`src/rtl/com_pkg.sv`:
```
// ============================================================================
//  Module      : com_pkg
//  Description : Shared encodings and constants for the COM serial port.
//  Revision    : 1.0 - initial release
// ============================================================================
`default_nettype none

package com_pkg;

    typedef enum logic [1:0] {
        TX_IDLE  = 2'd0,
        TX_START = 2'd1,
        TX_DATA  = 2'd2,
        TX_STOP  = 2'd3
    } tx_state_t;

    typedef enum logic [1:0] {
        RX_IDLE  = 2'd0,
        RX_START = 2'd1,
        RX_DATA  = 2'd2,
        RX_STOP  = 2'd3
    } rx_state_t;

    localparam int COM_RX_DEPTH = 4;

    // Word addresses decoded by the memory controller for this port
    localparam logic [15:0] c_COM_ADDR_DATA   = 16'hFF00;
    localparam logic [15:0] c_COM_ADDR_STATUS = 16'hFF01;

endpackage

`default_nettype wire

```
`src/rtl/com_uart_rx.sv`:
```
// ============================================================================
//  Module      : com_uart_rx
//  Description : 8N1 receiver: synchroniser, RX FSM and bit-time counter.
//  Revision    : 1.0 - initial release
// ============================================================================
`default_nettype none

module com_uart_rx
    import com_pkg::*;
#(
    parameter int CLK_DIV = 96
) (
    input  logic       clk,
    input  logic       rst,
    input  logic       rxd,
    output logic       byte_valid,
    output logic [7:0] data_byte
);

    localparam int c_CNT_W = $clog2(CLK_DIV);
    localparam logic [c_CNT_W-1:0] c_FULL = c_CNT_W'(CLK_DIV - 1);
    localparam logic [c_CNT_W-1:0] c_HALF = c_CNT_W'(CLK_DIV / 2 - 1);

    rx_state_t          r_state, w_state_nxt;
    logic [c_CNT_W-1:0] r_cnt, w_cnt_nxt;
    logic [7:0]         r_shift, w_shift_nxt;
    logic [2:0]         r_bit, w_bit_nxt;
    logic               r_brk, w_brk_nxt;
    logic               r_valid, w_valid_nxt;
    logic               r_sync1, r_sync2, r_prev;
    logic               w_tick;

    assign w_tick     = (r_cnt == '0);
    assign byte_valid = r_valid;
    assign data_byte  = r_shift;

    always_ff @(posedge clk or posedge rst) begin
        if (rst) begin
            r_sync1 <= 1'b1;
            r_sync2 <= 1'b1;
            r_prev  <= 1'b1;
            r_state <= RX_IDLE;
            r_cnt   <= '0;
            r_shift <= '0;
            r_bit   <= '0;
            r_brk   <= 1'b0;
            r_valid <= 1'b0;
        end else begin
            r_sync1 <= rxd;
            r_sync2 <= r_sync1;
            r_prev  <= r_sync2;
            r_state <= w_state_nxt;
            r_cnt   <= w_cnt_nxt;
            r_shift <= w_shift_nxt;
            r_bit   <= w_bit_nxt;
            r_brk   <= w_brk_nxt;
            r_valid <= w_valid_nxt;
        end
    end

    always_comb begin
        w_state_nxt = r_state;
        w_cnt_nxt   = w_tick ? r_cnt : r_cnt - 1'b1;
        w_shift_nxt = r_shift;
        w_bit_nxt   = r_bit;
        w_brk_nxt   = r_brk;
        w_valid_nxt = 1'b0;
        case (r_state)
            RX_IDLE: begin
                if (r_prev && !r_sync2) begin
                    w_state_nxt = RX_START;
                    w_cnt_nxt   = c_HALF;
                end
            end
            RX_START: begin
                if (w_tick) begin
                    if (r_sync2) begin
                        w_state_nxt = RX_IDLE;
                    end else begin
                        w_state_nxt = RX_DATA;
                        w_cnt_nxt   = c_FULL;
                        w_bit_nxt   = 3'd0;
                    end
                end
            end
            RX_DATA: begin
                if (w_tick) begin
                    w_shift_nxt = {r_sync2, r_shift[7:1]};
                    w_cnt_nxt   = c_FULL;
                    if (r_bit == 3'd7) begin
                        w_state_nxt = RX_STOP;
                    end else begin
                        w_bit_nxt = r_bit + 3'd1;
                    end
                end
            end
            RX_STOP: begin
                // After a framing error, hold here until the line idles high
                if (r_brk) begin
                    if (r_sync2) begin
                        w_brk_nxt   = 1'b0;
                        w_state_nxt = RX_IDLE;
                    end
                end else if (w_tick) begin
                    if (r_sync2) begin
                        w_valid_nxt = 1'b1;
                        w_state_nxt = RX_IDLE;
                    end else begin
                        w_brk_nxt = 1'b1;
                    end
                end
            end
            default: w_state_nxt = RX_IDLE;
        endcase
    end

endmodule

`default_nettype wire

```
`src/rtl/com_uart.sv`:
```
// ============================================================================
//  Module      : com_uart
//  Description : COM serial port: 8N1 transmitter, receiver and RX buffer.
//                Define COM_RX_FIFO_EN for a 4-entry RX FIFO instead of a
//                single holding register.
//  Revision    : 1.0 - initial release
// ============================================================================
`default_nettype none

module com_uart
    import com_pkg::*;
#(
    parameter int CLK_DIV = 96
) (
    input  logic       clk,
    input  logic       rst,
    input  logic [7:0] data_in,
    input  logic       enable_write,
    output logic       write_ready,
    output logic [7:0] data_out,
    output logic       read_ready,
    input  logic       read_ack,
    input  logic       rxd,
    output logic       txd,
    output logic       rx_overrun
);

    localparam int c_CNT_W = $clog2(CLK_DIV);
    localparam logic [c_CNT_W-1:0] c_FULL = c_CNT_W'(CLK_DIV - 1);

    tx_state_t          r_tx_state, w_tx_state_nxt;
    logic [c_CNT_W-1:0] r_tx_cnt, w_tx_cnt_nxt;
    logic [7:0]         r_tx_shift, w_tx_shift_nxt;
    logic [2:0]         r_tx_bit, w_tx_bit_nxt;
    logic               w_tx_tick;

    assign w_tx_tick = (r_tx_cnt == '0);

    always_ff @(posedge clk or posedge rst) begin
        if (rst) begin
            r_tx_state <= TX_IDLE;
            r_tx_cnt   <= '0;
            r_tx_shift <= '0;
            r_tx_bit   <= '0;
        end else begin
            r_tx_state <= w_tx_state_nxt;
            r_tx_cnt   <= w_tx_cnt_nxt;
            r_tx_shift <= w_tx_shift_nxt;
            r_tx_bit   <= w_tx_bit_nxt;
        end
    end

    // txd and write_ready decode straight from state so reset forces them at once
    always_comb begin
        w_tx_state_nxt = r_tx_state;
        w_tx_cnt_nxt   = w_tx_tick ? r_tx_cnt : r_tx_cnt - 1'b1;
        w_tx_shift_nxt = r_tx_shift;
        w_tx_bit_nxt   = r_tx_bit;
        txd            = 1'b1;
        write_ready    = 1'b0;
        case (r_tx_state)
            TX_IDLE: begin
                write_ready = 1'b1;
                if (enable_write) begin
                    w_tx_state_nxt = TX_START;
                    w_tx_cnt_nxt   = c_FULL;
                    w_tx_shift_nxt = data_in;
                end
            end
            TX_START: begin
                txd = 1'b0;
                if (w_tx_tick) begin
                    w_tx_state_nxt = TX_DATA;
                    w_tx_cnt_nxt   = c_FULL;
                    w_tx_bit_nxt   = 3'd0;
                end
            end
            TX_DATA: begin
                txd = r_tx_shift[0];
                if (w_tx_tick) begin
                    w_tx_shift_nxt = {1'b0, r_tx_shift[7:1]};
                    w_tx_cnt_nxt   = c_FULL;
                    if (r_tx_bit == 3'd7) begin
                        w_tx_state_nxt = TX_STOP;
                    end else begin
                        w_tx_bit_nxt = r_tx_bit + 3'd1;
                    end
                end
            end
            TX_STOP: begin
                if (w_tx_tick) begin
                    w_tx_state_nxt = TX_IDLE;
                end
            end
            default: w_tx_state_nxt = TX_IDLE;
        endcase
    end

    logic       w_rx_valid;
    logic [7:0] w_rx_byte;

    com_uart_rx #(
        .CLK_DIV    (CLK_DIV)
    ) u_rx (
        .clk        (clk),
        .rst        (rst),
        .rxd        (rxd),
        .byte_valid (w_rx_valid),
        .data_byte  (w_rx_byte)
    );

    logic r_ack_d;
    logic r_rx_overrun;
    logic w_pop;
    logic w_full;
    logic w_push;

    // The controller holds read_ack as a level, so only its rising edge pops
    assign w_pop      = read_ack & ~r_ack_d & read_ready;
    assign w_push     = w_rx_valid & (~w_full | w_pop);
    assign rx_overrun = r_rx_overrun;

    always_ff @(posedge clk or posedge rst) begin
        if (rst) begin
            r_ack_d      <= 1'b0;
            r_rx_overrun <= 1'b0;
        end else begin
            r_ack_d <= read_ack;
            if (w_rx_valid && w_full && !w_pop) begin
                r_rx_overrun <= 1'b1;
            end
        end
    end

`ifdef COM_RX_FIFO_EN
    logic [7:0] r_mem [COM_RX_DEPTH];
    logic [1:0] r_wr_ptr, r_rd_ptr;
    logic [2:0] r_count;

    assign w_full     = (r_count == 3'(COM_RX_DEPTH));
    assign read_ready = (r_count != 3'd0);
    assign data_out   = r_mem[r_rd_ptr];

    always_ff @(posedge clk or posedge rst) begin
        if (rst) begin
            for (int i = 0; i < COM_RX_DEPTH; i++) begin
                r_mem[i] <= '0;
            end
            r_wr_ptr <= '0;
            r_rd_ptr <= '0;
            r_count  <= '0;
        end else begin
            if (w_push) begin
                r_mem[r_wr_ptr] <= w_rx_byte;
                r_wr_ptr        <= r_wr_ptr + 2'd1;
            end
            if (w_pop) begin
                r_rd_ptr <= r_rd_ptr + 2'd1;
            end
            r_count <= r_count + 3'(w_push) - 3'(w_pop);
        end
    end
`else
    logic [7:0] r_hold;
    logic       r_full;

    assign w_full     = r_full;
    assign read_ready = r_full;
    assign data_out   = r_hold;

    always_ff @(posedge clk or posedge rst) begin
        if (rst) begin
            r_hold <= '0;
            r_full <= 1'b0;
        end else begin
            if (w_push) begin
                r_hold <= w_rx_byte;
                r_full <= 1'b1;
            end else if (w_pop) begin
                r_full <= 1'b0;
            end
        end
    end
`endif

endmodule

`default_nettype wire

```
`config.mk`:
```
export PLATFORM = sky130hd
export DESIGN_NAME = com_uart
export DESIGN_NICKNAME = d
export VERILOG_FILES = /design/src/rtl/com_pkg.sv /design/src/rtl/com_uart_rx.sv /design/src/rtl/com_uart.sv
export SDC_FILE = /design/constraint.sdc
export NUM_CORES = 1
export LEC_CHECK = 0
export CAP_MARGIN = 20
export CELL_PAD_IN_SITES_DETAIL_PLACEMENT = 1
export CELL_PAD_IN_SITES_GLOBAL_PLACEMENT = 2
export CORE_MARGIN = 2
export CORE_UTILIZATION = 39
export DETAILED_ROUTE_END_ITERATION = 16
export GPL_TIMING_DRIVEN = 0
export PLACE_DENSITY_LB_ADDON = 0.1
export SETUP_SLACK_MARGIN = 0.02
export SLEW_MARGIN = 20
export SYNTH_ARGS = -nofsm -noshare
export SYNTH_HDL_FRONTEND = slang
export SYNTH_SLANG_ARGS = --single-unit
```
`constraint.sdc`:
```
create_clock -name clk -period 3 [get_ports clk]
set_input_delay 0.6 -clock clk [delete_from_list [all_inputs] [get_ports clk]]
set_output_delay 0.6 -clock clk [all_outputs]
set_load 0.03 [all_outputs]
```
==> key figures, run 1 <==
Run status
  – Outcome: finished clean

Finish
  – Layout-stage area growth over the synthesis result: 16.3%
  – Post-route cell area: between 3000 and 4000 sq um
  – Post-layout util: a little under half
  – FILL cells: 776
  – Fraction of final layout cells with drive strength greater than 1: between 20% and 30%
  – Nets: 320
  – Storage cell area: 1410 sq um
  – Leading cell type in the layout, fill and taps excluded: dfrtp_1
  – Final cell count without fillers: just under 400
  – Number of diodes added for antenna fixing: 0
  – Multi-input gate area in the final layout: 1450 sq um
  – Commonest cells after routing, fill and taps aside: dfrtp_1, mux2_2, clkdlybuf4s50_1, inv_1, ha_1

Power
  – Comb power frac: 31.2%
  – Leakage power: 1.59 nW
  – Clock network fraction of total power: approximately 22%
  – Power per cell area: between 500 and 600 nW/um^2
  – Sum of internal, switching and leakage power: ~2 mW
  – Proportion of total power due to net switching: 34.8%
  – Share of power burned in registers: a little under half
  – Psw: 0.688 mW
  – Internal power component: 1.29 mW
  – Maximum VDD drop: 0.000179 V

Route
  – Wirelength per Cell: 15.3 um
  – DRC: 0
  – DR vias/cell: 5.21
  – Vias after detailed routing: 2028
  – Drt total wl: 5.95 mm
  – Number of violations reported at the end of detailed-routing iteration 0: 40
  – Number of nets with antenna violations after routing: 0
  – 1st-pass router iterations: 4

GRT
  – Number of antenna violations at the first check in global routing: 0
  – GRT Overall Usage: 15.4%
  – Via count of the first global-routing pass: 2090
  – Overflow left after global routing: 0
  – Largest net degree at the start of global routing: 32
  – Wire length of the first global-routing pass: around 10 mm

Clock tree
  – H-tree depth: 2
  – Reg clk slew, reported paths: between 0.1 and 0.15 ns
  – Count of clock tree sinks: between 50 and 60
  – Quantity of hold-fixing buffers added after cts: 0
  – Clock Root Buffer: clkbuf_8
  – Clock network latency to the later pin of the worst-skew pair: 0.31 ns
  – CTS buffer count: 5
  – Buffer levels on the longest clock path: 2
  – CTS tree: built

Critical path
  – Endpoint arrival time on the critical path: 1.91 ns
  – Type of element launching the critical path: flip-flop
  – Worst reg2reg path startpoint: u_rx.r_cnt[3]$_DFF_PP0_
  – Terminus of the critical flop-to-flop path: u_rx.r_cnt[0]$_DFF_PP0_
  – Cell breakdown of the critical path: inv_1 > ha_2 > buf_2 > nand2_1 > o21ai_0 > dlymetal6s2s_1
  – Crit path launch: r_tx_state[0]$_DFFE_PP0P_
  – Category of the worst setup path capture point: output port
  – Critical path's largest stage delay: ~0.43 ns
  – Highest-delay cell along the critical path: dfrtp_1
  – Reg-to-reg setup timing slack: 0.68 ns
  – R2R cell count: 6
  – Worst setup path end: txd
  – Setup Crit Path Kind: reg -> out
  – CP required: between 2 and 2.5 ns
  – Worst-path fanout max: 10

Floorplan
  – Horizontal extent of the die: 91.3 um
  – Die boundary height: 91.3 um
  – Row count: 31
  – Core area: 7330 sq um
  – Total I/O pin count: 25
  – Overall die area: 8340 sq um
  – Starting Density: around 40%

Timing
  – Worst clock skew: 0.00510 ns
  – RSZ-0062 raised after global routing: false
  – Number of endpoints with negative hold slack in the final report: 0
  – Post-route worst hold slack: ~0.36 ns
  – Actual slew at the worst max-slew pin: 0.805 ns
  – Setup violations, final: 0
  – Setup tns final: 0 ns
  – Post-layout min period: 2.51 ns
  – Max-slew violation total from the final report: 0
  – Max Fclk: between 300 and 400 MHz
  – Relative slew slack: 44.9%
  – Share of the clock period used by the worst path after layout: a little over four fifths
  – Worst setup slack after layout: 0.490 ns

Placement
  – Detail Placement HPWL: 4.35 mm
  – Placed cell areas: 3360 sq um
  – Number of input and output port buffers inserted: 24
  – Worst setup slack after placement: 0.0289 ns
  – Number of placed instances, taps included: 382
  – RD Place Congestion: ~0.74

Hold path
  – Worst min path class: reg -> reg

Synth
  – Ys flop type: dfrtp_1
  – Number of distinct standard cells referenced by the synthesized netlist: 54
  – Synthesized cell area: ~3000 sq um
  – Post-synthesis sequential area ratio: 47.2%
  – Syn_area_per_cell: 11.5 sq um
  – Number of flip-flops and latches in the synthesized netlist: 56
  – Synth Warn #: 0
  – Number of synthesized flops with an enable pin: 0
  – Share of async-settable or async-resettable flops after synthesis: 100%
  – Gate count after technology mapping: 258
  – Total nets after synthesis: a little under 300

Job
  – Max-cap violation count: 0
==> power by group through the flow <==
stage                     Sequential, mW  Clock [mW]  Combinational, mW
after floorplan                    0.917           0              0.472
after global placement             0.931           0              0.617
after detailed placement           0.936           0              0.625
after CTS                          0.921       0.471              0.629
after global routing               0.934       0.487              0.705
final                              0.919       0.439              0.617
==> state kept, by name, indices dropped and copies added, names as in the netlist, named ones only <==
name             cells
data_out             8
u_rx.byte_valid      1
read_ready           1
u_rx.r_bit           3
u_rx.r_cnt           7
u_rx.r_prev          1
r_tx_bit             3
rx_overrun           1
u_rx.r_state         1
r_ack_d              1
u_rx.data_byte       8
r_tx_cnt             7
r_tx_shift           8
u_rx.r_sync1         1
u_rx.r_sync2         1
u_rx.r_brk           1
r_tx_state           2
==> logic make-up after synthesis <==
| family | synth area share, % |
|---|---|
| AOI/OAI and AO/OA | 13.7 |
| DFF | 47.2 |
| and+or+nand+nor | 9.76 |
| muxes | 15.4 |
| buffers and inverters | 4.29 |
| adders and majority gates | 7.57 |
| xor gates and xnor gates | 2.06 |
==> worst max-delay path: cells and delay by family, from the launching register on <==
kind	cells	cell delay, ns
buffers and inverters	3	0.68
adder cells (fa/ha/maj)	1	0.31
AND/OR/NAND/NOR	1	0.08
flip-flops	1	0.43
AO/OA/AOI/OAI	1	0.08
==> layer usage <==
layer,global-route usage (%),share of wire [%],up-vias
li1,-,-,987
met1,20.9,48,1011
met2,25.2,49,24
met3,2.74,2.1,6
met4,4.55,1.3,0
met5,0,0,-
==> layout make-up <==
type	instances	share of cell area [%]
Multi-Input combinational cell	171	41.8
Sequential cell	56	40.6
Timing Repair Buffer	25	7.59
Tap cell	99	3.58
Inverter	23	2.64
Clock buffer	5	1.99
Buffer	7	1.05
Clock inverter	3	0.759
==> how the worst min path moves through the flow <==
| stage | startpoint | endpoint | slack, ns | cells past startpoint |
|---|---|---|---|---|
| 2_1_floorplan | u_rx.r_sync1$_DFF_PP1_ | u_rx.r_sync2$_DFF_PP1_ | 0.35 | 0 |
| 3_3_place_gp | u_rx.r_sync1$_DFF_PP1_ | u_rx.r_sync2$_DFF_PP1_ | 0.35 | 0 |
| 3_5_place_dp | u_rx.r_sync1$_DFF_PP1_ | u_rx.r_sync2$_DFF_PP1_ | 0.35 | 0 |
| 4_1_cts | u_rx.r_sync1$_DFF_PP1_ | u_rx.r_sync2$_DFF_PP1_ | 0.37 | 0 |
| 5_1_grt | u_rx.r_sync1$_DFF_PP1_ | u_rx.r_sync2$_DFF_PP1_ | 0.37 | 0 |
| 6_report | u_rx.r_sync1$_DFF_PP1_ | u_rx.r_sync2$_DFF_PP1_ | 0.36 | 0 |
==> timing repair <==
| item | in CTS | in global routing |
|---|---|---|
| resized for setup | 2 | 1 |
| setup endpoints to repair | 1 | 1 |
| setup buffers | 0 | 0 |
==> Yosys cell counts (2+ instances only) <==
library cell | n | area, sq um
xnor2_1 | 4 | 35.0
a21boi_0 | 2 | 15.0
mux2_4 | 7 | 105
or3_1 | 2 | 12.5
mux2i_1 | 6 | 60.1
o211ai_1 | 3 | 22.5
clkbuf_1 | 5 | 18.8
nor3b_1 | 3 | 22.5
a21oi_1 | 11 | 55.1
dfrtp_1 | 53 | 1330
nor2b_1 | 4 | 25.0
o22ai_1 | 2 | 12.5
xor2_1 | 3 | 26.3
inv_1 | 22 | 82.6
nor2_1 | 7 | 26.3
a311o_1 | 3 | 30.0
o31ai_1 | 3 | 22.5
nor4_1 | 3 | 18.8
o21ai_0 | 11 | 55.1
nor3_1 | 6 | 30.0
a22o_1 | 6 | 52.6
dfstp_2 | 3 | 78.8
o221ai_1 | 2 | 17.5
mux2_2 | 26 | 293
nand2_1 | 9 | 33.8
nand2b_1 | 2 | 12.5
nand3_1 | 3 | 15.0
ha_1 | 18 | 225
o21a_1 | 4 | 30.0
No activity file was read; power rests on OpenSTA's default activity.
==> run 2, diff against run 1 <==
Settings changed: CORE_UTILIZATION 39 to 35.
Clock period 3 ns to 2.1 ns, I/O delays scaled along.
==> run 2 against run 1 <==
The run now ends with negative setup slack left. First-iteration DRC count rose by 5.0%. Count of clock-buffer cells in the layout stayed put. Worst hold slack got worse by 0.027 ns. Power up 49%. Routed wire length up 8.9%. Combinational power increased by 59%. Sequential power increased by 44%. Register-to-register slack lost 0.73 ns. Utilization fell by 2.5 points. Die area up 11%. Critical path type is now reg -> reg.
==> key figures, run 2 (synthesis gave the netlist of run 1 again) <==
Critical path
  – Worst setup path end: r_tx_shift[3]$_DFFE_PP0P_
  – Type of element launching the critical path: flip-flop
  – Crit path launch: r_tx_cnt[0]$_DFF_PP0_
  – CP required: 2.31 ns (-0.09 ns)
  – Worst-path fanout max: 7 (-3)
  – Worst reg2reg path startpoint: r_tx_cnt[0]$_DFF_PP0_
  – Setup Crit Path Kind: reg -> reg
  – Category of the worst setup path capture point: flip-flop
  – Reg-to-reg setup timing slack: -0.05 ns (-0.73 ns)
  – Endpoint arrival time on the critical path: 2.36 ns (+0.45 ns)
  – R2R cell count: 8 (+2)
  – Terminus of the critical flop-to-flop path: r_tx_shift[3]$_DFFE_PP0P_

Placement
  – RD Place Congestion: 0.745 (+0.26%)
  – Number of input and output port buffers inserted: 24 (unchanged)
  – Detail Placement HPWL: 4.38 mm (+0.80%)

Route
  – DR vias/cell: 5.21 (about the same)
  – Number of violations reported at the end of detailed-routing iteration 0: 42 (+5.0%)
  – Vias after detailed routing: 2138 (+5.4%)
  – Number of nets with antenna violations after routing: 0 (unchanged)
  – 1st-pass router iterations: 4 (unchanged)
  – DRC: 0 (unchanged)
  – Drt total wl: 6.48 mm (+8.9%)
  – Wirelength per Cell: 15.8 um (+3.4%)

Clock tree
  – CTS tree: built
  – H-tree depth: 2 (unchanged)
  – Clock network latency to the later pin of the worst-skew pair: 0.32 ns (about the same)
  – Reg clk slew, reported paths: 0.11 ns (about the same)
  – CTS buffer count: 5 (unchanged)
  – Count of clock tree sinks: 56 (unchanged)
  – Clock Root Buffer: clkbuf_8
  – Quantity of hold-fixing buffers added after cts: 0 (unchanged)
  – Buffer levels on the longest clock path: 2 (unchanged)

Finish
  – Nets: 335 (+4.7%)
  – Fraction of final layout cells with drive strength greater than 1: 28.5% (+8.5 points)
  – Post-layout util: 44.7% (-2.5 points)
  – Commonest cells after routing, fill and taps aside: dfrtp_1, mux2_2, clkdlybuf4s50_1, inv_1, ha_1
  – Layout-stage area growth over the synthesis result: 23.3%
  – FILL cells: 888 (+14%)
  – Number of diodes added for antenna fixing: 0 (unchanged)
  – Leading cell type in the layout, fill and taps excluded: dfrtp_1

Timing
  – Worst clock skew: 0.00991 ns (+0.00481 ns)
  – Max-slew violation total from the final report: 0 (unchanged)
  – Share of the clock period used by the worst path after layout: 102%
  – Worst setup slack after layout: -0.0458 ns (-0.536 ns)
  – Number of endpoints with negative hold slack in the final report: 0 (unchanged)
  – Max Fclk: 466 MHz
  – Relative slew slack: 54.1% (+9.1 points)
  – Setup tns final: -0.292 ns (-0.292 ns)
  – Setup violations, final: 7 (+7)
  – RSZ-0062 raised after global routing: true
  – Actual slew at the worst max-slew pin: 0.683 ns (-0.123 ns)
  – Post-layout min period: roughly 2.1 ns

GRT
  – Via count of the first global-routing pass: 2119 (+1.4%)
  – Number of antenna violations at the first check in global routing: 0 (unchanged)
  – Wire length of the first global-routing pass: 10.9 mm (+4.5%)
  – Overflow left after global routing: 0 (unchanged)
  – Largest net degree at the start of global routing: 50 (+56%)
  – GRT Overall Usage: 15.2% (-0.22 points)

Floorplan
  – Overall die area: 9250 sq um (+11%)
  – Starting Density: 36.2% (-4.4 points)
  – Core area: 8220 sq um (+12%)
  – Row count: 33 (+6.5%)
  – Horizontal extent of the die: 96.2 um (+5.3%)
  – Total I/O pin count: 25 (unchanged)
  – Die boundary height: 96.2 um (+5.3%)

Power
  – Maximum VDD drop: 0.000269 V (+50%)
  – Power per cell area: 803 nW/um^2 (+41%)
  – Sum of internal, switching and leakage power: 2.95 mW (+49%)
  – Leakage power: 1.72 nW (+8.1%)

Job
  – Max-cap violation count: 0 (unchanged)

Hold path
  – Worst min path class: in -> async

Run status
  – Violations in the final reports: negative setup slack
  – Outcome: complete, but fails checks
[run 2: how the worst min path moves through the flow]
stage               cells past startpoint  slack (ns)                      to
floorplan                               0        0.35  u_rx.r_sync2$_DFF_PP1_
global placement                        0        0.35  u_rx.r_sync2$_DFF_PP1_
detailed placement                      0        0.35  u_rx.r_sync2$_DFF_PP1_
CTS                                     2        0.33   r_tx_cnt[1]$_DFF_PP0_
global route                            2        0.34   r_tx_cnt[1]$_DFF_PP0_
finish                                  2        0.34   r_tx_cnt[2]$_DFF_PP0_
[run 2: per-stage QoR]
stage / area [sq um] / std cells / hold slack [ns] / setup slack [ns]
3_5_place_dp: 3380 / 388 / 0.350 / -0.720
5_1_grt: 3670 / 410 / 0.336 / -0.115
4_1_cts: 3570 / 403 / 0.332 / -0.0496
3_3_place_gp: 3350 / 387 / 0.350 / -0.880
2_1_floorplan: 2980 / 258 / 0.345 / -0.00779
6_report: 3670 / 410 / 0.336 / -0.0458
[run 2: layout make-up]
cell class / count / area, sq um / share of cell area [%]
sequential: 56 / 1410 / 38.3
buffer: 6 / 40.0 / 1.09
tap: 105 / 131 / 3.58
timing repair buffer: 41 / 388 / 10.6
multi-input combinational: 171 / 1520 / 41.3
inverter: 23 / 93.8 / 2.56
clock buffer: 5 / 68.8 / 1.88
clock inverter: 3 / 25.0 / 0.682
[run 2: what timing repair did]
item                       in CTS  in global routing
buffers inserted                8                  8
pin swaps                       3                  1
gates resized for setup        20                 14
setup endpoints to repair      26                 31
[run 2: worst max-delay path: stages (launching register included)]
cell	delay, ns
dfrtp_1	0.43
inv_2	0.07
ha_1	0.12
or4b_4	0.52
nor2_8	0.14
inv_6	0.05
a211o_1	0.26
buf_6	0.15
mux2_4	0.29
[run 2: layer usage]
metal / global-route usage, % / wire (um) / part of all wire (%) / vias up
met5: 0 / 0 / 0 / -
met4: 4.29 / 73 / 1.1 / 0
met3: 2.82 / 148 / 2.3 / 7
met2: 24.1 / 3020 / 47 / 23
met1: 21.1 / 3240 / 50 / 1079
li1: - / - / - / 1029
[run 2: power by group]
group	leakage [nW]	internal (mW)	switching, mW
Sequential	0.708	1.20	0.116
Clock	0.0452	0.245	0.401
Combinational	0.963	0.446	0.533
Total	1.72	1.90	1.05
==> run 3, diff against run 2 <==
Settings changed: CORE_UTILIZATION 35 to 37, CTS_BUF_LIST set to sky130_fd_sc_hd__clkbuf_2 sky130_fd_sc_hd__clkbuf_4 sky130_fd_sc_hd__clkbuf_8.
==> run 3 against run 2 <==
The run still ends with negative setup slack left. Cell count decreased by 0.49%. Utilization increased by 2.7 points. Global-route usage increased by 0.60 points. Largest cell class unchanged.
==> key figures, run 3 (synthesis gave the netlist of run 1 again) <==
Timing
  – RSZ-0062 raised after global routing: true
  – Number of endpoints with negative hold slack in the final report: 0 (unchanged)
  – Relative slew slack: 60.7% (+6.6 points)
  – Max Fclk: 468 MHz (+0.41%)
  – Worst setup slack after layout: -0.0370 ns (+0.00881 ns)
  – Share of the clock period used by the worst path after layout: 102% (-0.42 points)
  – Max-slew violation total from the final report: 0 (unchanged)
  – Setup violations, final: 7 (unchanged)
  – Worst clock skew: 0.00919 ns (-0.000715 ns)
  – Actual slew at the worst max-slew pin: 0.589 ns (-0.0943 ns)
  – Post-route worst hold slack: 0.346 ns (+0.00924 ns)
  – Post-layout min period: 2.14 ns (-0.00881 ns)

Critical path
  – Terminus of the critical flop-to-flop path: r_tx_shift[4]$_DFFE_PP0P_
  – Endpoint arrival time on the critical path: 2.34 ns (-0.02 ns)
  – Worst-path fanout max: 7 (unchanged)
  – Setup Crit Path Kind: reg -> reg
  – R2R cell count: 8 (unchanged)
  – Worst reg2reg path startpoint: r_tx_cnt[0]$_DFF_PP0_
  – Reg-to-reg setup timing slack: -0.04 ns (about the same)
  – Type of element launching the critical path: flip-flop
  – CP required: 2.30 ns (about the same)
  – Category of the worst setup path capture point: flip-flop

Power
  – Power per cell area: 812 nW/um^2 (+1.2%)
  – Leakage power: 1.69 nW (-1.8%)
  – Maximum VDD drop: 0.000344 V (+28%)

Clock tree
  – H-tree depth: 2 (unchanged)
  – Clock Root Buffer: clkbuf_8
  – Buffer levels on the longest clock path: 2 (unchanged)
  – Quantity of hold-fixing buffers added after cts: 0 (unchanged)
  – CTS buffer count: 5 (unchanged)
  – Reg clk slew, reported paths: 0.11 ns (about the same)
  – CTS tree: built
  – Count of clock tree sinks: 56 (unchanged)
  – Clock network latency to the later pin of the worst-skew pair: 0.31 ns (about the same)

Floorplan
  – Die boundary height: 93.7 um (-2.6%)
  – Starting Density: 38.3% (+2.1 points)
  – Row count: 32 (-3.0%)
  – Overall die area: 8780 sq um (-5.2%)
  – Horizontal extent of the die: 93.7 um (-2.6%)
  – Core area: 7770 sq um (-5.5%)
  – Total I/O pin count: 25 (unchanged)

Finish
  – Leading cell type in the layout, fill and taps excluded: dfrtp_1
  – Fraction of final layout cells with drive strength greater than 1: 29.7% (+1.2 points)
  – Layout-stage area growth over the synthesis result: 23.6%
  – Commonest cells after routing, fill and taps aside: dfrtp_1, mux2_2, clkdlybuf4s50_1, inv_1, buf_4
  – FILL cells: 842 (-5.2%)
  – Nets: 336 (+0.30%)
  – Number of diodes added for antenna fixing: 0 (unchanged)
  – Post-layout util: 47.3% (+2.7 points)

Run status
  – Outcome: complete, but fails checks
  – Violations in the final reports: negative setup slack

Placement
  – Number of input and output port buffers inserted: 24 (unchanged)
  – RD Place Congestion: 0.801 (+7.5%)
  – Detail Placement HPWL: 4.29 mm (-2.1%)

GRT
  – Overflow left after global routing: 0 (unchanged)
  – Via count of the first global-routing pass: 2309 (+9.0%)
  – GRT Overall Usage: 15.8% (+0.60 points)
  – Number of antenna violations at the first check in global routing: 0 (unchanged)
  – Largest net degree at the start of global routing: 50 (unchanged)
  – Wire length of the first global-routing pass: 11.1 mm (+2.0%)

Route
  – Vias after detailed routing: 2118 (-0.94%)
  – Wirelength per Cell: 15.4 um (-2.5%)
  – DR vias/cell: 5.19 (-0.45%)
  – Number of violations reported at the end of detailed-routing iteration 0: 26 (-38%)
  – DRC: 0 (unchanged)
  – 1st-pass router iterations: 4 (unchanged)
  – Drt total wl: 6.29 mm (-3.0%)
  – Number of nets with antenna violations after routing: 0 (unchanged)

Job
  – Max-cap violation count: 0 (unchanged)

Hold path
  – Worst min path class: in -> async
[run 3: cell types whose count changed in the layout (fill, tap and decap cells not counted), moves of 2 or more]
cell,change
ha_4,+2
buf_4,+2
inv_6,-2
dfrtp_1,-2
dfrtp_2,+2
ha_1,-2
[run 3: critical path: stages, from the launching register on]
cell,delay [ns]
dfrtp_1,0.41
inv_2,0.08
ha_4,0.12
or4b_4,0.52
nor2_8,0.13
inv_6,0.05
a211o_1,0.26
buf_6,0.15
mux2_4,0.29
[run 3: cell type report]
cell class | instances | area (sq um) | area share (%)
flip-flops and latches | 56 | 1410 | 38.3
plain buffers | 6 | 40.0 | 1.09
repair buffers | 42 | 392 | 10.6
well taps | 102 | 128 | 3.47
multi-input cells | 171 | 1520 | 41.3
inverters | 23 | 93.8 | 2.55
clock buffers | 5 | 68.8 | 1.87
clock inverters | 3 | 27.5 | 0.749
[run 3: power by group]
| group | total (mW) | leakage [nW] | internal [mW] | switching (mW) |
|---|---|---|---|---|
| combinational | 1.04 | 0.934 | 0.497 | 0.547 |
| sequential | 1.31 | 0.705 | 1.21 | 0.107 |
| clock | 0.630 | 0.0463 | 0.246 | 0.384 |
| total | 2.99 | 1.69 | 1.95 | 1.04 |
[run 3: how the worst max path moves through the flow]
stage	slack (ns)	cells after the start	end	start
2_1_floorplan	-0.008	8	r_tx_shift[0]$_DFFE_PP0P_	r_tx_cnt[0]$_DFF_PP0_
3_3_place_gp	-0.89	2	u_rx.r_cnt[6]$_DFF_PP0_	rst
3_5_place_dp	-0.70	7	txd	r_tx_state[0]$_DFFE_PP0P_
4_1_cts	-0.04	8	r_tx_shift[4]$_DFFE_PP0P_	r_tx_cnt[0]$_DFF_PP0_
5_1_grt	-0.11	8	r_tx_shift[3]$_DFFE_PP0P_	r_tx_cnt[0]$_DFF_PP0_
6_report	-0.04	8	r_tx_shift[4]$_DFFE_PP0P_	r_tx_cnt[0]$_DFF_PP0_
[run 3: per-layer routing]
layer,part of all wire [%],global-route usage (%),vias to the layer above
met4,1.1,4.11,0
met3,1.8,2.65,6
li1,-,-,1034
met1,47,20.5,1054
met5,0,0,-
met2,50,27.4,24
[run 3: what timing repair did]
item,4_1_cts,5_1_grt
hold endpoints to repair,0,0
setup endpoints to repair,24,31
pin swaps,3,2
setup buffers,9,8
gates resized for setup,18,18
[run 3: through the flow]
stage	power, mW	cells	TNS [ns]	worst slack [ns]	instance area, sq um
floorplan	1.99	258	-0.0545	-0.00779	2980
global placement	2.22	384	-51.47	-0.894	3340
detailed placement	2.23	385	-3.16	-0.704	3370
CTS	2.93	401	-0.256	-0.0418	3570
global route	3.25	408	-0.844	-0.107	3680
finish	2.99	408	-0.239	-0.0370	3680
